$ cat src/rtl/mem_stage_ctrl.sv
// Memory-stage controller: issues single-cycle load/store strobes to a variable-latency
// data memory, stalls the pipeline until completion, and halts on misalignment or timeout.
module mem_stage_ctrl #(
  parameter int unsigned TIMEOUT = 31
) (
  input  logic        clk,
  input  logic        rst,
  input  logic        MemRead_m,
  input  logic        MemWrite_m,
  input  logic [15:0] exec_out_m,
  input  logic [15:0] write_data_m,
  input  logic        halt_m,
  output logic        mem_rd,
  output logic        mem_wr,
  output logic [15:0] mem_addr,
  output logic [15:0] mem_wdata,
  input  logic [15:0] mem_rdata,
  input  logic        mem_done,
  output logic [15:0] read_data_m,
  output logic        dataMem_stall,
  output logic        done_mem,
  output logic        err_m,
  output logic        halt_out,
  output logic [15:0] stall_cnt
);

  typedef enum logic [1:0] {
    IDLE,
    BUSY,
    HALTED
  } state_t;

  localparam logic [7:0] TO_LIM = 8'(TIMEOUT);

  state_t      state_q, state_d;
  logic [7:0]  to_cnt_q, to_cnt_d;
  logic        is_load_q, is_load_d;
  logic [15:0] rdata_q, rdata_d;
  logic        err_q, err_d;
  logic [15:0] stall_cnt_q;

  logic        acc, misalign;
  logic        rd_i, wr_i, stall_i, done_i, halt_i;

  assign acc      = (MemRead_m | MemWrite_m) & (state_q == IDLE);
  assign misalign = acc & exec_out_m[0];

  always_comb begin
    state_d   = state_q;
    to_cnt_d  = to_cnt_q;
    is_load_d = is_load_q;
    rdata_d   = rdata_q;
    err_d     = err_q;
    rd_i      = 1'b0;
    wr_i      = 1'b0;
    stall_i   = 1'b0;
    done_i    = 1'b0;
    halt_i    = 1'b0;
    case (state_q)
      IDLE: begin
        if (misalign) begin
          halt_i  = 1'b1;
          err_d   = 1'b1;
          state_d = HALTED;
        end else if (acc) begin
          rd_i = MemRead_m;
          wr_i = MemWrite_m;
          if (mem_done) begin
            done_i = 1'b1;
            if (MemRead_m) rdata_d = mem_rdata;
          end else begin
            stall_i   = 1'b1;
            state_d   = BUSY;
            to_cnt_d  = '0;
            is_load_d = MemRead_m;
          end
        end else begin
          halt_i = halt_m;
          if (halt_m) state_d = HALTED;
        end
      end
      BUSY: begin
        // completion takes priority over a timeout landing in the same cycle
        if (mem_done) begin
          done_i  = 1'b1;
          state_d = IDLE;
          if (is_load_q) rdata_d = mem_rdata;
        end else if (to_cnt_q == TO_LIM) begin
          err_d   = 1'b1;
          halt_i  = 1'b1;
          state_d = HALTED;
        end else begin
          stall_i  = 1'b1;
          to_cnt_d = to_cnt_q + 8'd1;
        end
      end
      HALTED: halt_i = 1'b1;
      default: state_d = IDLE;
    endcase
  end

  always_ff @(posedge clk or negedge rst) begin
    if (!rst) begin
      state_q     <= IDLE;
      to_cnt_q    <= '0;
      is_load_q   <= 1'b0;
      rdata_q     <= '0;
      err_q       <= 1'b0;
      stall_cnt_q <= '0;
    end else begin
      state_q   <= state_d;
      to_cnt_q  <= to_cnt_d;
      is_load_q <= is_load_d;
      rdata_q   <= rdata_d;
      err_q     <= err_d;
      if (stall_i && (stall_cnt_q != '1)) stall_cnt_q <= stall_cnt_q + 16'd1;
    end
  end

  // Control outputs are forced low for as long as reset is held, not just after an edge.
  assign mem_rd        = rst & rd_i;
  assign mem_wr        = rst & wr_i;
  assign dataMem_stall = rst & stall_i;
  assign done_mem      = rst & done_i;
  assign halt_out      = rst & halt_i;

  assign mem_addr    = exec_out_m;
  assign mem_wdata   = write_data_m;
  assign read_data_m = mem_done ? mem_rdata : rdata_q;
  assign err_m       = err_q;
  assign stall_cnt   = stall_cnt_q;

endmodule
$ cat config.mk
export PLATFORM = sky130hd
export DESIGN_NAME = mem_stage_ctrl
export DESIGN_NICKNAME = d
export VERILOG_FILES = /design/src/rtl/mem_stage_ctrl.sv
export SDC_FILE = /design/constraint.sdc
export NUM_CORES = 1
export LEC_CHECK = 0
export CORE_MARGIN = 2
export CORE_UTILIZATION = 40
export DETAILED_ROUTE_END_ITERATION = 8
export PLACE_DENSITY_LB_ADDON = 0.12
export SLEW_MARGIN = 15
export SYNTH_ARGS = -nofsm -noshare
export SYNTH_HDL_FRONTEND = slang
export SYNTH_SLANG_ARGS = --single-unit
$ cat constraint.sdc
create_clock -name clk -period 2.6 [get_ports clk]
set_input_delay 0.39 -clock clk [delete_from_list [all_inputs] [get_ports clk]]
set_output_delay 0.39 -clock clk [all_outputs]
set_load 0.05 [all_outputs]
==> impl_metrics.csv <==
group,metric,value,unit
outcome,status,"complete, no violations",
synth,ys_types,42,
worst_setup_path,crit_fanout,5,
place,place_ws,0.257,ns
clock_tree,clk_pin_slew,0.08,ns
clock_tree,worstSkewPairLatency,0.30,ns
synth,syn_inst,218,
place,dp_cells,321,
clock_tree,clock-sinks,44,
final_layout,layout.cells.non_filler,329,
floorplan,die_area,0.00686,mm²
route,antenna_left,0,
worst_setup_path,crit_arrival,2.08,ns
power,power_density,557,mW/mm²
sta,period_needed,2.47,ns
floorplan,dieHeight,82.8,µm
route,drt_iter0_markers,60,
sta,tightest_slew,0.550,ns
sta,rsz0062_at_grt,"no",
synth,async_reset_ff_share,100,%
final_layout,nets,309,
worst_hold_path,holdCritPathClass,"in2async",
flow_run,max-cap-violations,0,
floorplan,ios,124,
synth,ys_seq_area_share,44.3,%
route,drt-pass1-iter-count,4,
sta,setup_viol,0,
power,p_leak,1.37,nW
final_layout,n_antenna_cell,0,
sta,layout_setup_ws,0.130,ns
synth,synth_ff_type,"dfrtp_1",
worst_setup_path,cp_data_required_time,2.21,ns
worst_setup_path,r2r_slack,0.61,ns
worst_setup_path,r2r.worst_path.cells,7,
synth,syn-cell-area,0.00248,mm²
grt,grt_pass1_wl,8360,µm
clock_tree,cts-htree-levels,2,
clock_tree,cts_tree,"yes",
floorplan,core_area,0.00596,mm²
clock_tree,post_cts.repair.setup_buffers,0,
worst_setup_path,regToRegEndpoint,"stall_cnt[14]",
worst_setup_path,crit-reg2reg-launch,"to_cnt_q[0]",
grt,grt_pass1_vias,1691,
sta,slew-limit-headroom,63.4,%
worst_setup_path,critPathLaunchType,"flip-flop",
route,routedWlPerCell,14.8,µm
route,vias_per_cell,5.13,
final_layout,drive_gt1_share,26.0,%
synth,syn_avg_cell_area,11.4,µm²
synth,synth_warnings,0,
power,irDropWorstVdd,355,µV
final_layout,num-fill-cells,554,
route,vias,1687,
sta,fmax,405,MHz
worst_setup_path,crit_type,"reg2out",
route,drt-total-wl,4870,µm
sta,hold_viol,0,
synth,syn-num-nets,274,
clock_tree,cts_root_buf,"clkbuf_8",
sta,fin_skew,0.00644,ns
sta,fin_crit_sh,95.0,%
sta,drv_slew,0,
clock_tree,cts_buffer_depth,2,
grt,grt_max_degree,45,
place,io_buffers,61,
grt,track_usage,14.7,%
floorplan,die_width,82.8,µm
final_layout,areaGrowthSynthToFinish,21.6,%
route,drc,0,
clock_tree,cts-buffers-inserted,5,
clock_tree,cts_hold_buf,0,
synth,synth_edf_count,0,
grt,grt_overflow,0,
place,gp_congestion,0.758,
synth,synth_seq_cells,44,
floorplan,rows,28,
floorplan,start_util,41.7,%
sta,fin_setup_tns,0,ns
place,dp_hpwl,3460,µm
grt,antenna_found_initial,0,
worst_setup_path,endpoint_kind,"output port",
[state kept, by name, indices dropped and copies added (netlist names)]
name and flops:
to_cnt_q 8, is_load_q 1, rdata_q 16, state_q 2, stall_cnt 16, err_m 1
[through the flow]
stage	cell area, µm²	hold slack, ns	total power, mW	utilization, %
2_1_floorplan	2480	0.0944	1.22	-
3_3_place_gp	2920	0.459	1.26	49.0
3_5_place_dp	2920	0.464	1.26	49.0
4_1_cts	3010	0.236	1.71	50.6
5_1_grt	3020	0.265	1.77	50.7
6_report	3020	0.211	1.68	50.7
[final cells by class]
| cell class | count | area [µm²] | area share (%) |
|---|---|---|---|
| flip-flops and latches | 44 | 1100 | 36.4 |
| multi-input cells | 134 | 1100 | 36.5 |
| repair buffers | 65 | 621 | 20.5 |
| clock inverters | 2 | 10.0 | 0.331 |
| inverters | 3 | 11.3 | 0.373 |
| well taps | 75 | 93.8 | 3.11 |
| clock buffers | 6 | 82.6 | 2.73 |
[worst max-delay path by stage]
| stage | depth (start not counted) | startpoint | slack, ns | to |
|---|---|---|---|---|
| finish | 7 | to_cnt_q[0] | 0.13 | dataMem_stall |
| global route | 7 | to_cnt_q[0] | 0.03 | dataMem_stall |
| CTS | 7 | to_cnt_q[0] | 0.07 | dataMem_stall |
| detailed placement | 5 | mem_done | 0.26 | stall_cnt[1] |
| global placement | 5 | mem_done | 0.27 | stall_cnt[1] |
| floorplan | 6 | to_cnt_q[0] | 0.53 | dataMem_stall |
[what timing repair did]
item                       4_1_cts  5_1_grt
setup endpoints to repair        0        1
hold endpoints to repair         0        0
gates resized for setup          0        1
[layout by cell type (no fill, tap or decap), drive strengths merged, types with 2 or more instances in the layout]
master         Yosys  final
buf               36     26
ha                 2      2
clkdlybuf4s50      0     39
xnor2             14     14
nor2b              2      2
mux2              34     34
nand4             10     10
o21ai              3      3
xor2               4      4
nand2             14     14
a21oi              2      2
nand3              7      7
dfrtp             44     44
inv                3      3
and3               7      7
nor3b              2      2
nor2              13     13
and2               2      2
nor3               3      3
clkinv             0      2
clkbuf             1      6
[worst max-delay path, cell delays in order (launching register included)]
cell     delay [ns]
dfrtp_1        0.40
ha_1           0.24
nand4_2        0.18
o41a_4         0.43
nor2_4         0.15
inv_2          0.06
and2_1         0.18
buf_12         0.15
[metal layers]
layer	vias up	wire, µm	global-route usage (%)
met5	-	0	0
met4	0	62	5.22
met3	11	298	4.77
met2	56	2310	22.6
met1	815	2200	19.5
li1	805	-	-
[Yosys cell counts, types with 2 or more instances]
| cell type | n | area share [%] |
|---|---|---|
| dfrtp_1 | 44 | 44 |
| buf_4 | 33 | 10 |
| mux2_2 | 22 | 10 |
| nand2_1 | 14 | 2.1 |
| xnor2_1 | 14 | 4.9 |
| mux2_1 | 12 | 5.4 |
| nor2_1 | 12 | 1.8 |
| nand4_1 | 9 | 2.3 |
| and3_1 | 7 | 1.8 |
| nand3_1 | 7 | 1.4 |
| xor2_1 | 4 | 1.4 |
| o21ai_0 | 3 | 0.60 |
| a21oi_1 | 2 | 0.40 |
| and2_1 | 2 | 0.50 |
| buf_6 | 2 | 0.91 |
| ha_1 | 2 | 1.0 |
| inv_1 | 2 | 0.30 |
| nor2b_1 | 2 | 0.50 |
| nor3_1 | 2 | 0.40 |
[where the power goes]
part | total [mW] | internal, mW | leakage [nW] | switching, mW
clock network | 0.442 | 0.212 | 0.0510 | 0.230
logic | 0.447 | 0.174 | 0.732 | 0.273
registers | 0.793 | 0.748 | 0.586 | 0.0451
total | 1.68 | 1.13 | 1.37 | 0.548
[kinds of logic (layout without fill, tap and decap cells)]
| family | after synthesis | count (layout) | synth area share [%] |
|---|---|---|---|
| adders and majority gates | 2 | 2 | 1.01 |
| and+or+nand+nor | 67 | 67 | 15.8 |
| muxes | 35 | 35 | 15.8 |
| DFF | 44 | 44 | 44.3 |
| xor gates and xnor gates | 18 | 18 | 6.34 |
| AOI/OAI and AO/OA | 12 | 12 | 5.09 |
| buffers and inverters | 40 | 76 | 11.7 |
(Power assumes the default switching activity.)
